File: src/rtl/lift_scan_ctrl.sv
// Single-car lift controller: latches hall/car calls and serves them with a SCAN policy,
// timing floor travel and door dwell. Motor and door outputs are registered.
module lift_scan_ctrl #(
    parameter int N_FLOORS   = 11,
    parameter int FLOOR_W    = $clog2(N_FLOORS),
    parameter int TRAVEL_CYC = 2,
    parameter int DOOR_CYC   = 4
) (
    input  logic                clk,
    input  logic                rst,
    input  logic [N_FLOORS-1:0] hall_up_req,
    input  logic [N_FLOORS-1:0] hall_dn_req,
    input  logic [N_FLOORS-1:0] car_req,
    input  logic                door_hold,
    output logic [FLOOR_W-1:0]  cur_floor,
    output logic [1:0]          motor,
    output logic                door_open,
    output logic                dir_up,
    output logic [N_FLOORS-1:0] pending
);

    localparam int TW = (TRAVEL_CYC > 1) ? $clog2(TRAVEL_CYC) : 1;
    localparam int DW = (DOOR_CYC > 1) ? $clog2(DOOR_CYC) : 1;
    localparam logic [TW-1:0] T_LAST = TW'(TRAVEL_CYC - 1);
    localparam logic [DW-1:0] D_LAST = DW'(DOOR_CYC - 1);
    localparam logic [1:0] MOT_STOP = 2'b00;
    localparam logic [1:0] MOT_UP   = 2'b11;
    localparam logic [1:0] MOT_DN   = 2'b10;
    // No up call exists at the top floor and no down call at the bottom floor.
    localparam logic [N_FLOORS-1:0] UP_VALID = {1'b0, {(N_FLOORS-1){1'b1}}};
    localparam logic [N_FLOORS-1:0] DN_VALID = {{(N_FLOORS-1){1'b1}}, 1'b0};

    typedef enum logic [1:0] {S_IDLE, S_MOVE, S_DOOR} state_t;

    state_t              state_q, state_d;
    logic [FLOOR_W-1:0]  cur_floor_q, cur_floor_d;
    logic [1:0]          motor_q, motor_d;
    logic                door_open_q, door_open_d;
    logic                dir_up_q, dir_up_d;
    logic [TW-1:0]       trav_q, trav_d;
    logic [DW-1:0]       dwell_q, dwell_d;
    logic [N_FLOORS-1:0] pend_up_q, pend_up_d;
    logic [N_FLOORS-1:0] pend_dn_q, pend_dn_d;
    logic [N_FLOORS-1:0] pend_car_q, pend_car_d;

    logic [N_FLOORS-1:0] pend_any, set_up, set_dn;
    logic [N_FLOORS-1:0] cur_oh, f_oh;
    logic [N_FLOORS-1:0] clr_up, clr_dn, clr_car, blk_up, blk_dn, blk_car;
    logic [FLOOR_W-1:0]  f_new;
    logic                above, below, here, beyond;
    logic                f_car, f_up, f_dn, f_end, stop, go_up, match, ahead, behind;

    always_comb begin
        pend_any = pend_up_q | pend_dn_q | pend_car_q;
        set_up   = hall_up_req & UP_VALID;
        set_dn   = hall_dn_req & DN_VALID;
        f_new    = dir_up_q ? cur_floor_q + FLOOR_W'(1) : cur_floor_q - FLOOR_W'(1);
        above = 1'b0; below = 1'b0; here = 1'b0; beyond = 1'b0;
        cur_oh = '0; f_oh = '0;
        for (int i = 0; i < N_FLOORS; i++) begin
            if (i == int'(cur_floor_q)) begin
                cur_oh[i] = 1'b1;
                here      = here | pend_any[i];
            end
            if (i == int'(f_new)) f_oh[i] = 1'b1;
            if (pend_any[i] && i > int'(cur_floor_q)) above = 1'b1;
            if (pend_any[i] && i < int'(cur_floor_q)) below = 1'b1;
            if (pend_any[i] && (dir_up_q ? (i > int'(f_new)) : (i < int'(f_new)))) beyond = 1'b1;
        end
        f_car  = |(pend_car_q & f_oh);
        f_up   = |(pend_up_q & f_oh);
        f_dn   = |(pend_dn_q & f_oh);
        f_end  = dir_up_q ? (int'(f_new) == N_FLOORS - 1) : (f_new == '0);
        stop   = f_car | (dir_up_q ? f_up : f_dn) | (!beyond & (f_up | f_dn)) | f_end;
        go_up  = (above && below) ? dir_up_q : above;
        match  = |(car_req & cur_oh) | (dir_up_q ? |(set_up & cur_oh) : |(set_dn & cur_oh));
        ahead  = dir_up_q ? above : below;
        behind = dir_up_q ? below : above;

        state_d     = state_q;
        cur_floor_d = cur_floor_q;
        motor_d     = motor_q;
        door_open_d = door_open_q;
        dir_up_d    = dir_up_q;
        trav_d      = trav_q;
        dwell_d     = dwell_q;
        clr_up = '0; clr_dn = '0; clr_car = '0;
        blk_up = '0; blk_dn = '0; blk_car = '0;

        case (state_q)
            S_IDLE: begin
                motor_d = MOT_STOP;
                if (here) begin
                    state_d     = S_DOOR;
                    door_open_d = 1'b1;
                    dwell_d     = '0;
                    clr_up      = cur_oh;
                    clr_dn      = cur_oh;
                    clr_car     = cur_oh;
                end else if (above || below) begin
                    state_d  = S_MOVE;
                    dir_up_d = go_up;
                    motor_d  = go_up ? MOT_UP : MOT_DN;
                    trav_d   = '0;
                end
            end
            S_MOVE: begin
                if (trav_q == T_LAST) begin
                    cur_floor_d = f_new;
                    trav_d      = '0;
                    if (stop) begin
                        state_d     = S_DOOR;
                        motor_d     = MOT_STOP;
                        door_open_d = 1'b1;
                        dwell_d     = '0;
                        clr_car     = f_oh;
                        if (dir_up_q) clr_up = f_oh;
                        else          clr_dn = f_oh;
                        // Nothing left ahead: the opposite call here is served too and we turn round.
                        if (!beyond) begin
                            clr_up   = f_oh;
                            clr_dn   = f_oh;
                            dir_up_d = !dir_up_q;
                        end
                    end
                end else begin
                    trav_d = trav_q + TW'(1);
                end
            end
            S_DOOR: begin
                blk_car = cur_oh;
                if (dir_up_q) blk_up = cur_oh;
                else          blk_dn = cur_oh;
                if (door_hold || match) begin
                    dwell_d = '0;
                end else if (dwell_q == D_LAST) begin
                    door_open_d = 1'b0;
                    if (ahead || behind) begin
                        state_d  = S_MOVE;
                        dir_up_d = ahead ? dir_up_q : !dir_up_q;
                        motor_d  = (ahead ? dir_up_q : !dir_up_q) ? MOT_UP : MOT_DN;
                        trav_d   = '0;
                    end else begin
                        state_d = S_IDLE;
                    end
                end else begin
                    dwell_d = dwell_q + DW'(1);
                end
            end
            default: state_d = S_IDLE;
        endcase

        pend_up_d  = (pend_up_q  & ~clr_up)  | (set_up  & ~blk_up);
        pend_dn_d  = (pend_dn_q  & ~clr_dn)  | (set_dn  & ~blk_dn);
        pend_car_d = (pend_car_q & ~clr_car) | (car_req & ~blk_car);
    end

    always_ff @(posedge clk or posedge rst) begin
        if (rst) begin
            state_q     <= S_IDLE;
            cur_floor_q <= '0;
            motor_q     <= MOT_STOP;
            door_open_q <= 1'b0;
            dir_up_q    <= 1'b1;
            trav_q      <= '0;
            dwell_q     <= '0;
            pend_up_q   <= '0;
            pend_dn_q   <= '0;
            pend_car_q  <= '0;
        end else begin
            state_q     <= state_d;
            cur_floor_q <= cur_floor_d;
            motor_q     <= motor_d;
            door_open_q <= door_open_d;
            dir_up_q    <= dir_up_d;
            trav_q      <= trav_d;
            dwell_q     <= dwell_d;
            pend_up_q   <= pend_up_d;
            pend_dn_q   <= pend_dn_d;
            pend_car_q  <= pend_car_d;
        end
    end

    assign cur_floor = cur_floor_q;
    assign motor     = motor_q;
    assign door_open = door_open_q;
    assign dir_up    = dir_up_q;
    assign pending   = pend_any;

endmodule
File: config.mk
export PLATFORM = sky130hd
export DESIGN_NAME = lift_scan_ctrl
export DESIGN_NICKNAME = d
export VERILOG_FILES = /design/src/rtl/lift_scan_ctrl.sv
export SDC_FILE = /design/constraint.sdc
export NUM_CORES = 1
export LEC_CHECK = 0
export ABC_AREA = 1
export BUFFER_PORTS_ARGS = -buffer_cell sky130_fd_sc_hd__buf_2
export CAP_MARGIN = 30
export CORE_MARGIN = 5
export CORE_UTILIZATION = 45
export CTS_BUF_LIST = sky130_fd_sc_hd__clkbuf_8
export DETAILED_ROUTE_END_ITERATION = 12
export PLACE_DENSITY = 0.67
export SYNTH_ARGS = -nofsm -noshare
export SYNTH_HDL_FRONTEND = slang
export SYNTH_SLANG_ARGS = --single-unit
File: constraint.sdc
create_clock -name clk -period 2.8 [get_ports clk]
set_input_delay 0.14 -clock clk [delete_from_list [all_inputs] [get_ports clk]]
set_output_delay 0.14 -clock clk [all_outputs]
set_load 0.05 [all_outputs]
==> summary.md <==
| Metric | Value |
|---|---|
| Worst slew pin tran | 628 ps |
| Clock Latency Late Sink | roughly 310 ps |
| Final count of hold timing violations | 0 |
| Top-area cell type share of the netlist area | 27.3% |
| GRT Residual Overflow | 0 |
| Row count | 35 |
| Clock-pin slew on the worst setup and hold paths | ~100 ps |
| Final setup viols | 13 |
| GP Congestion | 1.05 |
| Final min period | approximately 2800 ps |
| Failing checks | setup timing |
| Via count | ~5k |
| DR WL/cell | 17.4 um |
| Initial antenna violation count | 0 |
| Ratio of cells with drive above 1 in the final layout | between 30% and 40% |
| Post-route DRC violation count | 0 |
| Top cell type by total area after synthesis | dfrtp_1 |
| P_leak | around 2.9 nW |
| Setup TNS | -128 ps |
| Finished Core Util | 61.4% |
| Max H-tree Level | 2 |
| Area grow syn2layout | 35.1% |
| Crit path capture type | flip-flop |
| Finished Layout Cells | approximately 900 |
| GR peak layer | met2 |
| Synth top area cells | dfrtp_1 27%, nand2_1 22%, inv_1 6.7% |
| Syn Std Cell Area | around 0.0041 mm^2 |
| Max VDD drop | 782 uV |
| Nets@finish | between 800 and 900 |
| Drt total wl | roughly 16 mm |
| Vias/cell | about 5.5 |
| CP max FO | 7 |
| Outcome | complete, but fails checks |
| RSZ-0062 raised after global routing | yes |
| Fin. max-slew vios | 0 |
| Leading cell types in the layout, fill and taps excluded | 206 x nand2_1, 75 x buf_4, 71 x inv_1 |
| Path type of the worst setup path | flip-flop to flip-flop |
| Largest net degree at the start of global routing | 34 |
| Register area share after synthesis | ~28% |
| Worst path required time | approximately 3000 ps |
| Ports | 55 |
| CTS root buffer | clkbuf_8 |
| Post-synth EDFFs | 0 |
| Synth async-reset ratio | 100% |
| Die ar. | ~0.011 mm^2 |
| Commonest non-fill, non-tap cell in the layout | nand2_1 |
| Die W | 106 um |
| Final WS setup | -25.8 ps |
| Ant. Diodes | 0 |
| Clock Skew | around 9.7 ps |
| Post-Place Setup Slack | -221 ps |
| Number of CTS-inserted buffers | 5 |
| Syn Area/Cell | between 6 and 7 um^2 |
| Number of global-route vias before repair | roughly 5k |
| HPWL after detailed placement | roughly 12 mm |
| Initial DRC count | 459 |
| MaxCap Viol Count | 0 |
| Synth Net Count | 710 |
| Max Root-Sink Buffers | 2 |
| GRT Overall Usage | between 20 and 30% |
| Pwr Density | about 1300 mW/mm^2 |
| # fillers | 864 |
| First-pass GRT wire length | between 20 and 25 mm |
| Worst hold path type | primary input to flip-flop |
| Initial core utilization | 45.5% |
| Grt met2 use | between 40% and 50% |
| Die height | approximately 110 um |
| Synth Register Bits | 46 |
| Post-Synthesis Cells | around 670 |
| Setup crit start kind | flip-flop |
| Core Area | 0.00906 mm^2 |
| Global Route met1 Usage | 37.3% |
| Final period utilization | 101% |
| Clk sink count | 46 |
| CP arrival | just over 3000 ps |
| Antenna-violating nets left | 0 |
| CTS tree | built |
| Placed insts | 881 |
| Max Freq | about 350 MHz |
| Hold_ws | approximately 56 ps |
| Top_reg_cell synth | dfrtp_1 |
| Port Buffer Count | 52 |
| Number of library cell types mapped by synthesis | 44 |
| Yosys warns | 0 |
| DR pass1 iterations | 5 |
| Max_slew headroom | 58.0% |
| GRT met3 Usage | roughly 3.7% |
[logic make-up (layout without fill, tap and decap cells)]
family | Yosys count | after routing | share of synthesized area (%)
AOI/OAI and AO/OA | 89 | 89 | 12.4
xor gates and xnor gates | 2 | 2 | 0.607
adders and majority gates | 9 | 9 | 2.73
buffers and inverters | 98 | 226 | 10.7
DFF | 46 | 46 | 28.0
and+or+nand+nor | 421 | 421 | 45.6
[sequential cells by signal (all words and copies together) (netlist names)]
signal / count
cur_floor: 4
dir_up: 1
door_open: 1
dwell_q: 2
motor: 2
pend_car_q: 11
pend_dn_q: 11
pend_up_q: 11
state_q: 2
trav_q: 1
[power breakdown]
part	switching (mW)	internal, mW
registers	0.131	0.807
clock network	0.263	0.176
logic	3.43	2.31
total	3.82	3.29
[cells in the mapped netlist, types with 2 or more instances]
| library cell | n |
|---|---|
| nand2_4 | 3 |
| o22ai_1 | 8 |
| nand4_4 | 2 |
| clkbuf_1 | 6 |
| o31ai_1 | 4 |
| a211oi_1 | 2 |
| a21oi_1 | 15 |
| o21ai_0 | 40 |
| nand3_2 | 4 |
| o21ai_1 | 7 |
| nor2_1 | 70 |
| inv_2 | 4 |
| nand2_2 | 11 |
| buf_6 | 5 |
| buf_2 | 3 |
| buf_4 | 2 |
| nand3_1 | 40 |
| dfrtp_1 | 45 |
| inv_1 | 73 |
| nand2_1 | 238 |
| o211ai_1 | 5 |
| o221ai_1 | 2 |
| clkinv_1 | 2 |
| ha_1 | 9 |
| nor2_2 | 9 |
| nor3_1 | 11 |
| buf_8 | 2 |
| nand4_1 | 27 |
[timing repair]
item | in CTS | in global routing
pin swaps | 1 | 32
endpoints found under the hold margin | 13 | 0
hold buffers | 1 | 0
buffers inserted | 2 | 11
gates cloned | 0 | 1
setup endpoints to repair | 35 | 42
resized for setup | 8 | 90
[path summary, 6_finish.rpt]
check                                 from             to  slack (ps)  cells past startpoint
max in group asynchronous              rst         dir_up        1900                      4
worst max-delay path                dir_up  pend_up_q[10]         -30                     20
min in group asynchronous              rst   pend_up_q[3]         330                      3
worst min register to register    motor[1]       motor[1]         470                      2
worst max register to register      dir_up  pend_up_q[10]         -30                     20
worst min-delay path            car_req[9]  pend_car_q[9]          60                      3
[through the flow]
stage	instance area, um^2	power [mW]
after floorplan	4140	3.95
after global placement	4970	5.61
after detailed placement	4990	5.67
after CTS	5140	6.21
after global routing	5570	7.63
final	5570	7.11
[per-layer routing]
layer	part of all wire, %	routed length, um
met1	41	6440
met2	47	7460
met3	7.9	1240
met4	3.8	593
met5	0	0
[cell type report]
| class | instances | area (um^2) | area share, % |
|---|---|---|---|
| multi-input combinational | 521 | 2870 | 51.6 |
| sequential | 46 | 1150 | 20.7 |
| timing repair buffer | 138 | 1000 | 18.0 |
| inverter | 80 | 310 | 5.57 |
| tap | 111 | 139 | 2.49 |
| clock buffer | 5 | 68.8 | 1.24 |
| clock inverter | 3 | 21.3 | 0.382 |
[critical path, stage by stage (launching register included)]
cell and delay (ps):
dfstp_2 630, clkinvlp_4 220, nand2_2 140, nand2_2 70
nand2_2 90, nand2_4 80, buf_12 140, nand4_1 110
inv_1 80, nand2_1 80, nand2_2 80, nor2_2 130
nand3_2 90, nand2_2 80, nand2_2 60, nor2_4 140
nand2_4 100, buf_12 160, nand3_4 70, nand2_2 60
a21oi_2 140
Power figures use the tool's default switching activity.
